$ cat config.mk
export PLATFORM = sky130hd
export DESIGN_NAME = pio_fifo
export DESIGN_NICKNAME = d
export VERILOG_FILES = /design/src/rtl/pio_fifo.sv
export SDC_FILE = /design/constraint.sdc
export NUM_CORES = 1
export LEC_CHECK = 0
export CORE_MARGIN = 5
export CORE_UTILIZATION = 40
export CTS_BUF_LIST = sky130_fd_sc_hd__clkbuf_4 sky130_fd_sc_hd__clkbuf_8 sky130_fd_sc_hd__clkbuf_16
export DETAILED_ROUTE_END_ITERATION = 6
export HOLD_SLACK_MARGIN = 0.06
export PLACE_DENSITY_LB_ADDON = 0.15
export SETUP_SLACK_MARGIN = 0.5
export SLEW_MARGIN = 20
export SYNTH_ARGS = -nofsm -noshare
export SYNTH_HDL_FRONTEND = slang
export SYNTH_SLANG_ARGS = --single-unit
$ cat constraint.sdc
create_clock -name clk -period 9.4 [get_ports clk]
set_input_delay 1.88 -clock clk [delete_from_list [all_inputs] [get_ports clk]]
set_output_delay 1.88 -clock clk [all_outputs]
set_load 0.02 [all_outputs]
$ cat src/rtl/pio_fifo.sv
// Per-state-machine TX/RX word FIFO pair sharing one 2*DEPTH storage array.
// Either direction can borrow the other's half (join), leaving the other with zero capacity.
module pio_fifo #(
  parameter  int WIDTH = 32,
  parameter  int DEPTH = 4,
  localparam int LW    = $clog2(DEPTH) + 2
) (
  input  logic             clk,
  input  logic             rst,
  input  logic             join_tx,
  input  logic             join_rx,
  input  logic             flush,
  input  logic             err_clr,
  input  logic             bus_tx_we,
  input  logic [WIDTH-1:0] bus_tx_wdata,
  output logic [WIDTH-1:0] sm_tx_rdata,
  output logic             sm_tx_rvalid,
  input  logic             sm_tx_rready,
  input  logic [WIDTH-1:0] sm_rx_wdata,
  input  logic             sm_rx_wvalid,
  output logic             sm_rx_wready,
  input  logic             bus_rx_re,
  output logic [WIDTH-1:0] bus_rx_rdata,
  output logic             bus_rx_rvalid,
  output logic [LW-1:0]    tx_level,
  output logic [LW-1:0]    rx_level,
  output logic             tx_full,
  output logic             tx_empty,
  output logic             rx_full,
  output logic             rx_empty,
  output logic             tx_overflow,
  output logic             rx_underflow
);

  localparam int PW = LW - 1;

  typedef enum logic [1:0] {
    MODE_SPLIT   = 2'd0,
    MODE_JOIN_TX = 2'd1,
    MODE_JOIN_RX = 2'd2
  } mode_e;

  mode_e            mode_q;
  mode_e            mode_req;
  logic [WIDTH-1:0] mem [2*DEPTH];

  logic [PW-1:0] tx_wr_ptr, tx_rd_ptr, rx_wr_ptr, rx_rd_ptr;
  logic [PW-1:0] tx_base, rx_base;
  logic [PW-1:0] tx_wr_idx, tx_rd_idx, rx_wr_idx, rx_rd_idx;
  logic [LW-1:0] tx_cap, rx_cap;

  logic flush_all;
  logic tx_push, tx_pop, rx_push, rx_pop;
  logic tx_ovf_evt, rx_und_evt;

  // Advance a pointer, wrapping at the capacity of the current mode.
  function automatic logic [PW-1:0] bump(input logic [PW-1:0] p, input logic [LW-1:0] cap);
    logic [LW-1:0] n;
    n = {1'b0, p} + LW'(1);
    return (n >= cap) ? '0 : n[PW-1:0];
  endfunction

  always_comb begin
    mode_req = MODE_SPLIT;
    if (join_tx && !join_rx) begin
      mode_req = MODE_JOIN_TX;
    end else if (join_rx && !join_tx) begin
      mode_req = MODE_JOIN_RX;
    end
  end

  always_comb begin
    tx_cap  = LW'(DEPTH);
    rx_cap  = LW'(DEPTH);
    tx_base = '0;
    rx_base = PW'(DEPTH);
    case (mode_q)
      MODE_JOIN_TX: begin
        tx_cap = LW'(2 * DEPTH);
        rx_cap = '0;
      end
      MODE_JOIN_RX: begin
        tx_cap  = '0;
        rx_cap  = LW'(2 * DEPTH);
        rx_base = '0;
      end
      default: ;
    endcase
  end

  // A zero-capacity direction reads as both full and empty.
  assign tx_full       = (tx_level == tx_cap);
  assign tx_empty      = (tx_level == '0);
  assign rx_full       = (rx_level == rx_cap);
  assign rx_empty      = (rx_level == '0);
  assign sm_tx_rvalid  = !tx_empty;
  assign bus_rx_rvalid = !rx_empty;
  assign sm_rx_wready  = !rx_full;

  assign flush_all  = flush || (mode_req != mode_q);
  assign tx_push    = bus_tx_we && !tx_full;
  assign tx_pop     = sm_tx_rvalid && sm_tx_rready;
  assign rx_push    = sm_rx_wvalid && sm_rx_wready;
  assign rx_pop     = bus_rx_re && !rx_empty;
  assign tx_ovf_evt = bus_tx_we && tx_full;
  assign rx_und_evt = bus_rx_re && rx_empty;

  assign tx_wr_idx = tx_base + tx_wr_ptr;
  assign tx_rd_idx = tx_base + tx_rd_ptr;
  assign rx_wr_idx = rx_base + rx_wr_ptr;
  assign rx_rd_idx = rx_base + rx_rd_ptr;

  assign sm_tx_rdata  = mem[tx_rd_idx];
  assign bus_rx_rdata = rx_empty ? '0 : mem[rx_rd_idx];

  always_ff @(posedge clk) begin
    if (!rst) begin
      mode_q    <= MODE_SPLIT;
      tx_wr_ptr <= '0;
      tx_rd_ptr <= '0;
      rx_wr_ptr <= '0;
      rx_rd_ptr <= '0;
      tx_level  <= '0;
      rx_level  <= '0;
    end else if (flush_all) begin
      mode_q    <= mode_req;
      tx_wr_ptr <= '0;
      tx_rd_ptr <= '0;
      rx_wr_ptr <= '0;
      rx_rd_ptr <= '0;
      tx_level  <= '0;
      rx_level  <= '0;
    end else begin
      if (tx_push) tx_wr_ptr <= bump(tx_wr_ptr, tx_cap);
      if (tx_pop)  tx_rd_ptr <= bump(tx_rd_ptr, tx_cap);
      if (rx_push) rx_wr_ptr <= bump(rx_wr_ptr, rx_cap);
      if (rx_pop)  rx_rd_ptr <= bump(rx_rd_ptr, rx_cap);
      case ({tx_push, tx_pop})
        2'b10:   tx_level <= tx_level + LW'(1);
        2'b01:   tx_level <= tx_level - LW'(1);
        default: ;
      endcase
      case ({rx_push, rx_pop})
        2'b10:   rx_level <= rx_level + LW'(1);
        2'b01:   rx_level <= rx_level - LW'(1);
        default: ;
      endcase
    end
  end

  // Error events take precedence over a same-cycle clear.
  always_ff @(posedge clk) begin
    if (!rst) begin
      tx_overflow  <= 1'b0;
      rx_underflow <= 1'b0;
    end else begin
      if (tx_ovf_evt)   tx_overflow <= 1'b1;
      else if (err_clr) tx_overflow <= 1'b0;
      if (rx_und_evt)   rx_underflow <= 1'b1;
      else if (err_clr) rx_underflow <= 1'b0;
    end
  end

  always_ff @(posedge clk) begin
    if (rst && !flush_all) begin
      if (tx_push) mem[tx_wr_idx] <= bus_tx_wdata;
      if (rx_push) mem[rx_wr_idx] <= sm_rx_wdata;
    end
  end

endmodule
==> run metrics, run 1 <==
status=complete, no violations; Design Power=2.89 mW; # clock sinks=283; Starting Density=0.404; Post-CTS Setup Inserts=0; core area=41900 um^2; DIE AREA=46400 um^2; Yosys cell types=48; Reg power frac=0.479; Main synth FF type=edfxtp_1; GRT Max-Usage Layer=met2; Async SR Flop Fraction=0; clk_lat worst skew=0.51 ns; synthesized flop and latch total=283; CTS Buffer Depth=3; GR met1 Demand/Resource=0.255; Multi-input gate area=8210 um^2; CP endpoint kind=primary output; Comb power frac=0.079; sequential element share of the synthesized area=0.487; fin crit share=0.579; WL final=45500 um; cts hold-fix bufs=0; Hold WS=0.539 ns; max-slew violations=0; switching fraction of total power=0.221; antenna violations before repair=1; vias in the first global route=10693; remaining antenna violation count=0; Area contributors post-synth=edfxtp_1 (46%), mux4_2 (17%), mux2_2 (11%); first-pass GRT wire length=68200 um; PortBufs=154; M3 GR Usage=0.0258; clk_skew=0.0275 ns; synthesized area per cell=16.0 um^2; fmax=184 MHz; RePlAce Congestion=0.769; post-synthesis compound-gate area fraction=0.0261; Final min period=5.44 ns; Die Span Y=216 um; Simple-Gate Fraction of Synth Area=0.0382; gr usage total=0.192; Leakage Power=6.59 nW; Internal=2.25 mW; Starting DRT DRC Count=666; post-synthesis cell type with the largest combined area=edfxtp_1; Yosys warnings=0; CTS resizes=0; top cell type's share of synthesized area=0.455; Synth Instances=1054; setup TNS=0 ns; Switch Pwr=0.638 mW; Final Hold Viols=0; CTS root buffer=clkbuf_16; VDD IR-drop max=0.0994 mV; RSZ-0062 raised after global routing=false; chip width=216 um; Vias=9968; DP Wirelength=26600 um; final core utilization=0.477; WL/cell=26.0 um; vias per cell=5.70; pin count of the biggest net entering global routing=64; total grt overflow=0; # nets final=1282; drt pass-1 iters=5; mapped cell area=16900 um^2; Slew @ Worst Pin=1.15 ns; I/O pin cnt=155; n_diodes=0; Worst Hold Class=register to register; # setup viols final=0; post-synthesis adder-cell area fraction=0.0160; WP data arrival=3.56 ns; H-tree depth=2; share of post-route cells with drive strength above 1=0.429; # fillers=3628; Worst Path Max Fanout=33; cts bufs inserted=35; P&R area growth vs syn=18.2%; CTS clk-pin slew, worst paths=0.06 ns; Worst slew margin=0.236; DRC viols=0; mux share of post-synthesis cell area=0.390; critical path class=register to primary output; number of synthesized flops with an enable pin=256; largest family of logic cells by synthesized area=multiplexers; crit start category=register; Sequential Area=8240 um^2; XOR/XNOR Fraction of Synth Area=0.0103; Syn Nets=1149; GR Util met2=0.341; Cell Rows=75; clock network fraction of design power=0.442; Power Dens Cells=145 nW/um^2; TritonCTS clock tree=done; Max-Cap Viols=0; Worst Path Required=7.52 ns
## metal layers
layer / vias up / part of all wire
met3: 52 / 0.042
met5: - / 0
met4: 0 / 0.016
li1: 4469 / -
met1: 5216 / 0.43
met2: 231 / 0.51
## synth_stat cells, types with 2 or more instances
cell / number
nor3_2: 2
and3_1: 6
nor4b_1: 2
nor3_1: 4
a21oi_1: 48
ha_1: 20
mux4_2: 128
buf_1: 2
inv_1: 18
xnor2_1: 5
buf_4: 7
and2_1: 4
mux2i_1: 3
buf_2: 21
nor2b_1: 6
dfxtp_1: 27
a21o_1: 4
nand2_1: 80
mux2_2: 172
nor2_1: 20
nand2b_1: 2
or4_1: 3
edfxtp_1: 256
clkbuf_1: 31
o31ai_1: 3
xor2_1: 13
nor4_1: 3
a31o_2: 3
a211oi_1: 2
nand3_1: 3
buf_6: 17
a22oi_1: 4
or3_1: 2
o21ai_0: 4
mux2_4: 116
## worst paths after layout
path	cells after the start	end	slack, ns	start
min reg2reg	2	tx_wr_ptr[1]$_SDFFE_PP0P_	0.54	tx_wr_ptr[1]$_SDFFE_PP0P_
max	4	sm_tx_rdata[0]	3.96	register
min	2	tx_wr_ptr[1]$_SDFFE_PP0P_	0.54	tx_wr_ptr[1]$_SDFFE_PP0P_
max reg2reg	8	mem[1][22]$_DFFE_PP_	5.28	mode_q[0]$_SDFFE_PN0P_
## stage by stage
| step | setup WS (ns) | instance area (um^2) | instances |
|---|---|---|---|
| after CTS | 3.59 | 20000 | 1750 |
| after global routing | 3.70 | 20000 | 1750 |
| after floorplan | 3.92 | 16900 | 1054 |
| after global placement | 3.99 | 18900 | 1689 |
| final | 3.96 | 20000 | 1750 |
| after detailed placement | 3.92 | 18900 | 1689 |
## cell type report
type	instances	share of cell area
timing repair buffer	174	0.0847
clock inverter	22	0.00833
sequential	283	0.413
inverter	19	0.00357
multi-input combinational	674	0.411
tap	539	0.0338
clock buffer	39	0.0454
## power groups by stage
| stage | Clock, mW | Sequential, mW | Combinational [mW] |
|---|---|---|---|
| 6_report | 1.28 | 1.38 | 0.228 |
| 5_1_grt | 1.36 | 1.38 | 0.245 |
| 4_1_cts | 1.31 | 1.38 | 0.229 |
| 3_5_place_dp | 0 | 1.41 | 0.228 |
| 3_3_place_gp | 0 | 1.41 | 0.225 |
| 2_1_floorplan | 0 | 1.41 | 0.126 |
## worst max-delay path, cell delays in order (launching register included)
cell	delay (ns)
dfxtp_4	0.82
buf_4	0.72
mux4_2	0.59
mux2_2	0.32
clkdlybuf4s50_1	0.55
## sequential cells by signal (all words and copies together), names as in the netlist, named ones only
register	flops
tx_overflow	1
rx_wr_ptr	3
tx_level	4
tx_wr_ptr	3
rx_level	4
mem	256
rx_rd_ptr	3
mode_q	2
rx_underflow	1
tx_rd_ptr	3
## layout by cell type (no fill, tap or decap), types with 6 or more instances in the layout
cell type,count
edfxtp_1,256
mux2_2,172
clkdlybuf4s50_1,154
mux4_2,128
mux2_4,116
nand2_1,78
a21oi_1,48
clkbuf_16,35
dfxtp_1,22
nor2_1,20
ha_1,20
buf_4,20
inv_1,18
xor2_1,12
clkinv_2,11
clkinv_1,6
nor2b_1,6
## cells by family (layout without fill, tap and decap cells)
group | Yosys count | after routing
mux | 419 | 419
flops | 283 | 283
fa+ha+maj | 21 | 21
buf+inv | 97 | 254
xor+xnor | 19 | 19
simple gates | 141 | 141
compound gates | 74 | 74
Power figures use the tool's default switching activity.
==> inputs of run 2 (changes only) <==
clock period = 4.6 ns   (was 9.4 ns; I/O delays follow)
==> run 2 against run 1 <==
Effect of this change:
- core utilization grew 0.97 points
- register-to-register slack got worse by 4.1 ns
- routed wire length grew 3.2%
- flip-flop and latch count stayed put
==> run metrics, run 2 (synthesis results as in run 1) <==
status=complete, no violations; fin crit share=0.860; total grt overflow=0 (unchanged); DIE AREA=46400 um^2 (unchanged); WP data arrival=3.04 ns (-0.52 ns); Worst Hold Class=register to register; # fillers=3612 (-0.44%); TritonCTS clock tree=done; n_diodes=0 (unchanged); chip width=216 um (unchanged); Vias=10163 (+2.0%); CTS root buffer=clkbuf_16; # nets final=1309 (+2.1%); clk_lat worst skew=0.55 ns (+0.04 ns); Max-Cap Viols=0 (unchanged); hold depth=2 (unchanged); setup TNS=0 ns (unchanged); pin count of the biggest net entering global routing=39 (-39%); Starting Density=0.404 (unchanged); clk_skew=0.0285 ns (+0.00102 ns); Die Span Y=216 um (unchanged); max-slew violations=0 (unchanged); DRC viols=0 (unchanged); most common cell after layout, fill and taps aside=edfxtp_1; final instance area=20400 um^2 (+2.0%); placement-stage cell area=19300 um^2 (+2.2%); WL/cell=26.4 um (+1.6%); remaining antenna violation count=0 (unchanged); Starting DRT DRC Count=594 (-11%); CTS clk-pin slew, worst paths=0.06 ns (about the same); CTS Buffer Depth=3 (unchanged); Crit Reg-Reg Startpoint=mode_q[0]$_SDFFE_PN0P_; Worst slew margin=0.501 (+0.266); PortBufs=154 (unchanged); vias per cell=5.72 (+0.41%); core area=41900 um^2 (unchanged); Power Dens Cells=289 nW/um^2 (+100%); Leakage Power=6.79 nW (+3.0%); Final min period=3.96 ns; WL final=46900 um (+3.2%); Biggest register=mem; CP endpoint kind=primary output; most frequent cells in the layout=edfxtp_1 (256), mux2_2 (172), clkdlybuf4s50_1 (154), mux4_2 (128), mux2_4 (116); H-tree depth=2 (unchanged); share of post-route cells with drive strength above 1=0.439 (+0.0100); fmax=253 MHz; number of flip-flops in the largest register=256 (unchanged); Final Hold Viols=0 (unchanged); P&R area growth vs syn=20.6%; # setup viols final=0 (unchanged); antenna violations before repair=3 (+2); Worst Path Required=3.68 ns (-3.84 ns); cells on worst reg2reg path=10 (+2); # clock sinks=283 (unchanged); Slew @ Worst Pin=0.748 ns (-0.398 ns); drt pass-1 iters=5 (unchanged); DP Wirelength=29100 um (+9.1%); gr usage total=0.201 (+0.00917); RSZ-0062 raised after global routing=false; Worst R2R Setup Slack=1.21 ns (-4.07 ns); Cell Rows=75 (unchanged); VDD IR-drop max=0.205 mV (+110%); cts bufs inserted=35 (unchanged); reg2reg end=mem[5][1]$_DFFE_PP_; crit start category=register; hold wc startpoint=tx_wr_ptr[1]$_SDFFE_PP0P_; I/O pin cnt=155 (unchanged); setup ws final=0.643 ns (-3.32 ns); vias in the first global route=10944 (+2.3%); critical path class=register to primary output; Setup WS pre-CTS=0.817 ns (-3.10 ns); largest registers=mem: 256 flops, rx_level: 4 flops, tx_level: 4 flops; hold endpoint=tx_wr_ptr[1]$_SDFFE_PP0P_; Worst Path Max Fanout=32 (-3.0%); Sequential Area=8240 um^2 (unchanged); first-pass GRT wire length=70600 um (+3.6%); RePlAce Congestion=0.753 (-2.0%); Multi-input gate area=8200 um^2 (-0.14%)
run 2: cell types whose count changed in the layout (fill, tap and decap cells not counted), moves of 2 or more:
cell / delta
buf_12: +18
buf_4: +9
clkinv_2: -8
clkbuf_4: +7
clkinv_1: +3
bufinv_16: -2
clkinvlp_4: -2
run 2: worst max-delay path by stage:
stage | to | cells after the start | start | slack (ns)
6_report | bus_rx_rdata[0] | 8 | mode_q[0]$_SDFFE_PN0P_ | 0.64
5_1_grt | bus_rx_rdata[31] | 8 | mode_q[0]$_SDFFE_PN0P_ | 0.50
4_1_cts | bus_rx_rdata[31] | 8 | mode_q[0]$_SDFFE_PN0P_ | 0.59
3_5_place_dp | bus_rx_rdata[31] | 4 | rx_level[0]$_SDFFE_PP0P_ | 0.82
3_3_place_gp | bus_rx_rdata[31] | 7 | mode_q[0]$_SDFFE_PN0P_ | 0.81
2_1_floorplan | mem[3][0]$_DFFE_PP_ | 5 | join_rx | 0.08
run 2: repair_timing:
item,in CTS,in global routing
hold buffers,0,0
gates resized for setup,1,0
setup endpoints to repair,32,0
hold endpoints to repair,0,0
buffers inserted,2,0
run 2: per-layer routing:
layer / routed length, um / track usage / vias up
met1: 19400 / 0.254 / 5315
li1: - / - / 4537
met2: 24200 / 0.357 / 241
met4: 982 / 0.0484 / 6
met5: 40 / 0 / -
met3: 2390 / 0.0420 / 64
run 2: worst max-delay path: stages, from the launching register on:
cell and delay [ns]:
dfxtp_1 0.38, inv_1 0.08, ha_1 0.28, buf_4 0.20, xnor2_2 0.20, buf_12 0.28
nand2_1 0.08, a21oi_1 0.30, clkdlybuf4s50_1 0.69
run 2: cell type report:
cell class,instances,area share
inverter,19,0.00356
timing repair buffer,201,0.104
clock inverter,14,0.00381
multi-input combinational,674,0.403
sequential,283,0.405
clock buffer,47,0.0483
tap,539,0.0331
run 2: through the flow:
step | utilization | total power, mW | cells | hold slack (ns)
6_report | 0.487 | 5.89 | 1777 | 0.537
5_1_grt | 0.487 | 6.08 | 1777 | 0.568
4_1_cts | 0.487 | 5.95 | 1777 | 0.532
3_5_place_dp | 0.461 | 3.35 | 1714 | 0.521
3_3_place_gp | 0.461 | 3.35 | 1714 | 0.512
2_1_floorplan | - | 3.14 | 1054 | 0.486
run 2: power by group:
group          switching [mW]  leakage [nW]  total (mW)  internal, mW
Combinational           0.215          3.73       0.474         0.259
Clock                    1.09         0.532        2.59          1.50
Sequential            0.00888          2.53        2.83          2.82
==> inputs of run 3 (changes only) <==
CTS_CLUSTER_DIAMETER = 60   (was unset)
==> run 3 against run 2 <==
Effect of this change:
- critical path depth unchanged
- first-iteration DRC count rose by 8.1%
- power grew 1.5%
- cell count decreased by 0.23%
- setup slack better by 0.056 ns
- via count down 0.11%
==> run metrics, run 3 (synthesis results as in run 1) <==
VDD IR-drop max=0.200 mV (-2.3%); largest registers=mem: 256 flops, rx_level: 4 flops, tx_level: 4 flops; Die Span Y=216 um (unchanged); Starting DRT DRC Count=642 (+8.1%); Biggest register=mem; placement-stage cell area=19300 um^2 (unchanged); Worst Path Required=3.68 ns (about the same); cts hold-fix bufs=0 (unchanged); Final Hold Viols=0 (unchanged); vias per cell=5.73 (+0.12%); setup TNS=0 ns (unchanged); final instance area=20400 um^2 (+0.14%); share of post-route cells with drive strength above 1=0.440 (+0.000614); CTS root buffer=clkbuf_16; DP Wirelength=29100 um (unchanged); core area=41900 um^2 (unchanged); WL final=47000 um (about the same); n_diodes=0 (unchanged); Max-Cap Viols=0 (unchanged); CTS Buffer Depth=3 (unchanged); Worst Path Max Fanout=32 (unchanged); DIE AREA=46400 um^2 (unchanged); # setup viols final=0 (unchanged); clk_skew=0.0179 ns (-0.0106 ns); Slew @ Worst Pin=0.737 ns (-0.0112 ns); gr usage total=0.200 (-0.000948); antenna violations before repair=3 (unchanged); first-pass GRT wire length=70600 um (about the same); RePlAce Congestion=0.753 (unchanged); fmax=256 MHz (+1.4%); chip width=216 um (unchanged); crit start category=register; Cell Rows=75 (unchanged); CP endpoint kind=primary output; Setup WS pre-CTS=0.817 ns (unchanged); most frequent cells in the layout=edfxtp_1 (256), mux2_2 (172), clkdlybuf4s50_1 (154), mux4_2 (128), mux2_4 (116); Leakage Power=6.80 nW (+0.18%); most common cell after layout, fill and taps aside=edfxtp_1; clk_lat worst skew=0.52 ns (-0.03 ns); number of flip-flops in the largest register=256 (unchanged); Power Dens Cells=293 nW/um^2 (+1.4%); H-tree depth=2 (unchanged); TritonCTS clock tree=done; status=complete, no violations; # clock sinks=283 (unchanged); PortBufs=154 (unchanged); Hold WS=0.537 ns (+0.000318 ns); # nets final=1309 (unchanged); P&R area growth vs syn=20.7%; pin count of the biggest net entering global routing=39 (unchanged); Final min period=3.90 ns (-0.0558 ns); total grt overflow=0 (unchanged); cts bufs inserted=35 (unchanged); fin crit share=0.848 (-0.0121); RSZ-0062 raised after global routing=false; WP data arrival=2.98 ns (-0.06 ns); CP Launch Point=mode_q[0]$_SDFFE_PN0P_; Crit Reg-Reg Startpoint=mode_q[0]$_SDFFE_PN0P_; CTS clk-pin slew, worst paths=0.05 ns (about the same); hold wc startpoint=tx_wr_ptr[1]$_SDFFE_PP0P_; Worst Hold Class=register to register; drt pass-1 iters=5 (unchanged); Vias=10152 (-0.11%); remaining antenna violation count=0 (unchanged); setup ws final=0.699 ns (+0.0558 ns); max-slew violations=0 (unchanged); vias in the first global route=10932 (-0.11%); critical path class=register to primary output; DRC viols=0 (unchanged); I/O pin cnt=155 (unchanged); WL/cell=26.5 um (+0.30%); Starting Density=0.404 (unchanged); Worst slew margin=0.509 (+0.00745)
run 3: changes by cell type in the layout (fill, tap and decap cells not counted):
cell / previous run / this run
clkinv_4: 1 / 0
bufinv_16: 0 / 3
clkbuf_16: 36 / 35
clkbuf_4: 11 / 9
clkinv_1: 9 / 6
clkbuf_8: 0 / 1
clkinv_8: 1 / 0
run 3: stage by stage:
step           std cells  power (mW)   util
3_3_place_gp        1714        3.35  0.461
3_5_place_dp        1714        3.35  0.461
5_1_grt             1773        6.18  0.487
6_report            1773        5.98  0.487
4_1_cts             1773        6.04  0.487
2_1_floorplan       1054        3.14      -
run 3: path summary, 6_finish.rpt:
path / to / slack [ns] / cells after the start
max reg2reg: mem[5][12]$_DFFE_PP_ / 1.22 / 10
max: bus_rx_rdata[31] / 0.70 / 8
min reg2reg: tx_wr_ptr[1]$_SDFFE_PP0P_ / 0.54 / 2
min: tx_wr_ptr[1]$_SDFFE_PP0P_ / 0.54 / 2
run 3: layout make-up:
| cell class | count | area, um^2 |
|---|---|---|
| clock buffers | 45 | 957 |
| clock inverters | 12 | 131 |
| fillers | 3595 | 21500 |
| inverters | 19 | 72.6 |
| multi-input cells | 674 | 8200 |
| flip-flops and latches | 283 | 8240 |
| well taps | 539 | 674 |
| repair buffers | 201 | 2120 |
run 3: worst max-delay path: stages (launching register included):
cell and delay (ns):
dfxtp_1 0.38, inv_1 0.08, ha_1 0.28, buf_4 0.20, xnor2_2 0.20, buf_12 0.28
nand2_1 0.08, a21oi_1 0.29, clkdlybuf4s50_1 0.68
run 3: repair_timing:
| action | in CTS | in global routing |
|---|---|---|
| endpoints found under the setup margin | 32 | 0 |
| buffers inserted | 2 | 0 |
| gates resized for setup | 1 | 0 |
run 3: where the power goes:
part           total, mW  leakage (nW)  switching (mW)  internal, mW
clock               2.68         0.544            1.05          1.63
sequential          2.83          2.53         0.00888          2.82
combinational      0.474          3.73           0.215         0.259
run 3: routing by layer:
metal / share of wire / track usage
met1: 0.41 / 0.254
met2: 0.52 / 0.357
met3: 0.051 / 0.0363
met4: 0.020 / 0.0484
met5: 0.00072 / 0
